[src/rtl/mem_arbiter_pkg.sv]
// mem_arbiter_pkg: shared types for the two-master memory/IO arbiter.
//   state_e  - arbiter FSM encoding (Idle -> Access -> Resp).
//   target_e - address decode result (data memory, IO block, unmapped).
//   Len*     - mem_len encodings forwarded unchanged from the requester.
package mem_arbiter_pkg;

  typedef enum logic [1:0] {
    StIdle   = 2'd0,
    StAccess = 2'd1,
    StResp   = 2'd2
  } state_e;

  typedef enum logic [1:0] {
    TgtMem  = 2'd0,
    TgtIo   = 2'd1,
    TgtNone = 2'd2
  } target_e;

  localparam logic [2:0] LenByte  = 3'd0;
  localparam logic [2:0] LenHalf  = 3'd1;
  localparam logic [2:0] LenWord  = 3'd2;
  localparam logic [2:0] LenDword = 3'd3;

endpackage

[src/rtl/mem_arb_decode.sv]
// mem_arb_decode: combinational address decoder for mem_arbiter.
//   i_addr   - registered transaction address
//   o_target - TgtMem for 0..DATA_SIZE-1, TgtIo for exactly IO_ADDR, otherwise TgtNone.
// The data-memory range is checked first, so it wins if IO_ADDR falls inside it.
module mem_arb_decode
  import mem_arbiter_pkg::*;
#(
  parameter int unsigned WIDTH     = 32,
  parameter int unsigned DATA_SIZE = 256,
  parameter int unsigned IO_ADDR   = 256
) (
  input  logic [WIDTH-1:0] i_addr,
  output target_e          o_target
);

  localparam logic [WIDTH-1:0] DataLimit = WIDTH'(DATA_SIZE);
  localparam logic [WIDTH-1:0] IoAddr    = WIDTH'(IO_ADDR);

  always_comb begin
    if (i_addr < DataLimit) begin
      o_target = TgtMem;
    end else if (i_addr == IoAddr) begin
      o_target = TgtIo;
    end else begin
      o_target = TgtNone;
    end
  end

endmodule

[src/rtl/mem_arbiter.sv]
// mem_arbiter: arbitrates two masters onto a data memory and a single-address IO block.
// Each transaction takes three cycles: Idle (capture) -> Access (grant) -> Resp (ack).
//   CLK, RST                 - clock; asynchronous active-high reset
//   mX_req/we/addr/wdata/len - request from master X (held until mX_ack)
//   mX_gnt, mX_ack, mX_rdata - grant during Access, one-cycle ack plus read data in Resp
//   mem_addr/wdata/len       - driven from the captured request during Access
//   mem_re/we/ce, io_we      - decoded enables during Access
//   mem_rdata, io_rdata      - read data returned in the Resp cycle
//   err                      - one-cycle pulse with ack for an unmapped address
// Build option: define MEM_ARB_RR_EN for round-robin arbitration; otherwise master 0 has
// fixed priority and no pointer state exists.
module mem_arbiter
  import mem_arbiter_pkg::*;
#(
  parameter int unsigned WIDTH     = 32,
  parameter int unsigned DATA_SIZE = 256,
  parameter int unsigned IO_ADDR   = 256
) (
  input  logic             CLK,
  input  logic             RST,
  input  logic             m0_req,
  input  logic             m0_we,
  input  logic [WIDTH-1:0] m0_addr,
  input  logic [WIDTH-1:0] m0_wdata,
  input  logic [2:0]       m0_len,
  input  logic             m1_req,
  input  logic             m1_we,
  input  logic [WIDTH-1:0] m1_addr,
  input  logic [WIDTH-1:0] m1_wdata,
  input  logic [2:0]       m1_len,
  output logic             m0_gnt,
  output logic             m0_ack,
  output logic [WIDTH-1:0] m0_rdata,
  output logic             m1_gnt,
  output logic             m1_ack,
  output logic [WIDTH-1:0] m1_rdata,
  output logic [WIDTH-1:0] mem_addr,
  output logic [WIDTH-1:0] mem_wdata,
  output logic [2:0]       mem_len,
  output logic             mem_re,
  output logic             mem_we,
  output logic             mem_ce,
  output logic             io_we,
  input  logic [WIDTH-1:0] mem_rdata,
  input  logic [WIDTH-1:0] io_rdata,
  output logic             err
);

  state_e           r_state;
  state_e           w_state_next;
  logic             r_owner;
  logic             r_we;
  logic [WIDTH-1:0] r_addr;
  logic [WIDTH-1:0] r_wdata;
  logic [2:0]       r_len;

  logic             w_capture;
  logic             w_winner;
  logic [WIDTH-1:0] w_rdata;
  target_e          w_target;

  assign w_capture = (r_state == StIdle) && (m0_req || m1_req);

`ifdef MEM_ARB_RR_EN
  // r_rr_ptr names the master that wins a tie; it points away from the last winner.
  logic r_rr_ptr;

  always_comb begin
    w_winner = (m0_req && m1_req) ? r_rr_ptr : m1_req;
  end

  always_ff @(posedge CLK or posedge RST) begin
    if (RST) begin
      r_rr_ptr <= 1'b0;
    end else if (w_capture) begin
      r_rr_ptr <= ~w_winner;
    end
  end
`else
  assign w_winner = ~m0_req;
`endif

  mem_arb_decode #(
    .WIDTH    (WIDTH),
    .DATA_SIZE(DATA_SIZE),
    .IO_ADDR  (IO_ADDR)
  ) u_decode (
    .i_addr  (r_addr),
    .o_target(w_target)
  );

  always_ff @(posedge CLK or posedge RST) begin
    if (RST) begin
      r_state <= StIdle;
      r_owner <= 1'b0;
      r_we    <= 1'b0;
      r_addr  <= '0;
      r_wdata <= '0;
      r_len   <= '0;
    end else begin
      r_state <= w_state_next;
      if (w_capture) begin
        r_owner <= w_winner;
        r_we    <= w_winner ? m1_we    : m0_we;
        r_addr  <= w_winner ? m1_addr  : m0_addr;
        r_wdata <= w_winner ? m1_wdata : m0_wdata;
        r_len   <= w_winner ? m1_len   : m0_len;
      end
    end
  end

  always_comb begin
    w_state_next = r_state;
    w_rdata      = '0;
    m0_gnt       = 1'b0;
    m1_gnt       = 1'b0;
    m0_ack       = 1'b0;
    m1_ack       = 1'b0;
    m0_rdata     = '0;
    m1_rdata     = '0;
    mem_addr     = '0;
    mem_wdata    = '0;
    mem_len      = '0;
    mem_re       = 1'b0;
    mem_we       = 1'b0;
    mem_ce       = 1'b0;
    io_we        = 1'b0;
    err          = 1'b0;

    case (r_state)
      StIdle: begin
        if (m0_req || m1_req) begin
          w_state_next = StAccess;
        end
      end

      StAccess: begin
        w_state_next = StResp;
        m0_gnt       = ~r_owner;
        m1_gnt       = r_owner;
        mem_addr     = r_addr;
        mem_wdata    = r_wdata;
        mem_len      = r_len;
        case (w_target)
          TgtMem: begin
            mem_ce = 1'b1;
            mem_re = ~r_we;
            mem_we = r_we;
          end
          TgtIo:   io_we = r_we;
          default: ;
        endcase
      end

      StResp: begin
        w_state_next = StIdle;
        m0_ack       = ~r_owner;
        m1_ack       = r_owner;
        err          = (w_target == TgtNone);
        // Writes and unmapped accesses return zero.
        if (!r_we) begin
          case (w_target)
            TgtMem:  w_rdata = mem_rdata;
            TgtIo:   w_rdata = io_rdata;
            default: w_rdata = '0;
          endcase
        end
        m0_rdata = r_owner ? '0 : w_rdata;
        m1_rdata = r_owner ? w_rdata : '0;
      end

      default: w_state_next = StIdle;
    endcase
  end

endmodule

[config.mk]
export PLATFORM = sky130hd
export DESIGN_NAME = mem_arbiter
export DESIGN_NICKNAME = d
export VERILOG_FILES = /design/src/rtl/mem_arbiter_pkg.sv /design/src/rtl/mem_arb_decode.sv /design/src/rtl/mem_arbiter.sv
export SDC_FILE = /design/constraint.sdc
export NUM_CORES = 1
export LEC_CHECK = 0
export CAP_MARGIN = 20
export CELL_PAD_IN_SITES_DETAIL_PLACEMENT = 0
export CELL_PAD_IN_SITES_GLOBAL_PLACEMENT = 1
export CORE_UTILIZATION = 28
export DETAILED_ROUTE_END_ITERATION = 12
export PLACE_DENSITY_LB_ADDON = 0.2
export SYNTH_ARGS = -nofsm -noshare
export SYNTH_HDL_FRONTEND = slang
export SYNTH_SLANG_ARGS = --single-unit
[constraint.sdc]
create_clock -name CLK -period 6.7 [get_ports CLK]
set_input_delay 1.34 -clock CLK [delete_from_list [all_inputs] [get_ports CLK]]
set_output_delay 1.34 -clock CLK [all_outputs]
set_load 0.02 [all_outputs]
==> metrics.cfg <==
[logic_synthesis]
synth_xor_area_frac = 0
netlist_instances = 498
synthMuxAreaShare = 0.297
synth_compound_gate_area_share = 0.0609
syn_area_mm2 = 0.00515
ys_ff_latch = 71
postSynthNetCount = 702
ys_seq_area_frac = 0.345
synth.distinct_cells = 27
synth_area_per_cell_um2 = 10.4
synth_top_family_by_area = multiplexers
yosysTopAreaCell = dfrtp_1
yosysTopAreaCellShare = 0.345
yosysWarnings = 0
ys_top_cells_by_area = dfrtp_1 (34%), mux2_2 (29%), and2_1 (8.0%)
synthSimpleGateAreaFrac = 0.242
synthAdderAreaFrac = 0

[clocking]
clk_latency_ns = 0.33
post_cts_buffers = 0
cts_sinks = 71
cts_buffers = 9
postCtsHoldBufs = 0
cts_tree = done
path_clk_slew_ns = 0.06
cts_resized = 0
clockBufferDepth = 2
cts-htree-levels = 3
cts_root_buf = clkbuf_16

[final_layout]
final_common_cell = clkdlybuf4s50_1
area_delta_synth_final_pct = 75.8
nNetsFinal = 1008
fin_cells = 1038
drive_above_1_share = 0.221
n_antenna_cell = 0
final_cell_mix = clkdlybuf4s50_1 (342), mux2_2 (134), dfrtp_1 (71)

[sta]
finalCriticalPeriod_ns = 4.35
timing.final.crit_share = 0.649
fin_worst_skew_ns = 0.00763
hold_viol_final = 0
relSlewSlack = 0.384
hold_ws_ns = 0.496
tightest_slew_ns = 0.922
slew_violations = 0
rsz0062_at_grt = no
max_freq_ghz = 0.230
finalSetupViolations = 0
fin_tns_setup_ns = 0

[critical_path]
rr_startpoint = r_state[1]
startpoint_type = input port
timing.rr.end = r_wdata[8]
cp_cell_sequence = clkdlybuf4s50_1, nor2b_1, a41oi_1, nor4_1, clkdlybuf4s50_1
arrival_ns = 3.01
rrSetupSlack_ns = 4.27
critPathKind = input port to primary output
crit_top_cell = clkdlybuf4s50_1
rr_worst_depth = 4
cp_num_buf_inv = 2
required_ns = 5.36
worstPathMaxFanout = 2
cpPeakStageDelay_ns = 0.65
slowest_stage = clkdlybuf4s50_1
crit_family = buffers and inverters
worstSetupEndpointType = primary output

[grt]
grt_pass1_wl_mm = 26.9
overflow = 0
grt_util_all_layers = 0.187
grt_max_degree = 72
grt_pass1_vias = 5036
antenna_found_initial = 0

[placement]
hpwl_mm = 13.8
place.gp.congestion = 0.790
place_inst = 1021
port_buffers = 343

[min_path]
hp-start = r_wdata[10]
min_path_cells = 1
hp-class = register to register
min_to = r_wdata[10]

[drt]
viasPerCell = 4.97
drt-wirelength-per-cell_um = 17.8
route.vias.total = 5157
routed_wl_mm = 18.4
drtAntennaViolNets = 0
firstDrtPassIters = 4
drtIter0Drc = 126
drc = 0

[power]
power_density_mw_per_mm2 = 333
p_leak_nw = 3.22
vdd_ir_drop_max_mv = 0.175

[die]
core_region_area_mm2 = 0.0180
die_x_um = 138
ios = 344
initial_core_util = 0.286
fp.dieH_um = 138
num_rows = 49
dieArea_mm2 = 0.0190

[flow_run]
max_cap_viol_count = 0

[outcome]
status = finished clean

-- synth_stat cells, drive strengths merged --
cell type and instances:
a21oi 2, or3 2, clkbuf 33, nor4 73, nor4b 1, mux2 134, inv 5, nor2b 33
nor3 2, buf 26, a31oi 1, mux2i 2, nand2b 2, and2 66, nand2 2, o21a 1
a41oi 32, o311a 1, nand4 2, nor2 7, dfrtp 71
-- routing by layer --
| metal | track usage | vias to the layer above | routed length, um |
|---|---|---|---|
| met5 | 0 | - | 0 |
| met4 | 0.0556 | 0 | 274 |
| met3 | 0.0548 | 20 | 1620 |
| met2 | 0.343 | 214 | 9410 |
| met1 | 0.205 | 2454 | 7140 |
| li1 | - | 2469 | - |
-- kinds of logic (layout without fill, tap and decap cells) --
group                  count (synthesis)  count (layout)
DFF                                   71              71
buffers and inverters                 64             375
and+or+nand+nor                      190             190
AOI/OAI and AO/OA                     37              37
muxes                                136             136
-- how the worst max path moves through the flow --
stage,startpoint,cells after the start,end
floorplan,mem_rdata[30],3,m0_rdata[30]
global placement,mem_rdata[30],5,m1_rdata[30]
detailed placement,mem_rdata[30],5,m1_rdata[30]
CTS,mem_rdata[30],5,m1_rdata[30]
global route,mem_rdata[30],5,m0_rdata[30]
finish,mem_rdata[30],5,m1_rdata[30]
-- final cells by class --
type | instances | area (um2)
well taps | 229 | 287
flip-flops and latches | 71 | 1780
clock inverters | 7 | 120
repair buffers | 354 | 3530
clock buffers | 9 | 225
fillers | 1642 | 8960
multi-input cells | 363 | 3100
inverters | 5 | 18.8
-- metrics by stage --
step / area [um2] / power [mW] / setup WS, ns / utilization
after floorplan: 5150 / 1.79 / 3.10 / -
after global placement: 8690 / 2.45 / 2.28 / 0.482
after detailed placement: 8690 / 2.49 / 2.33 / 0.482
after CTS: 9030 / 3.06 / 2.32 / 0.501
after global routing: 9060 / 3.21 / 2.21 / 0.503
final: 9060 / 3.02 / 2.35 / 0.503
-- report_power, final --
part           internal [mW]  switching, mW
Clock                  0.365          0.185
Sequential             0.653          0.148
Combinational          0.834          0.834
Total                   1.85           1.17
-- state kept, by name, summed over array words and instances, names as in the netlist --
name / count
r_we: 1
r_state: 2
r_len: 3
r_addr: 32
r_owner: 1
r_wdata: 32
No activity file was read; power rests on OpenSTA's default activity.
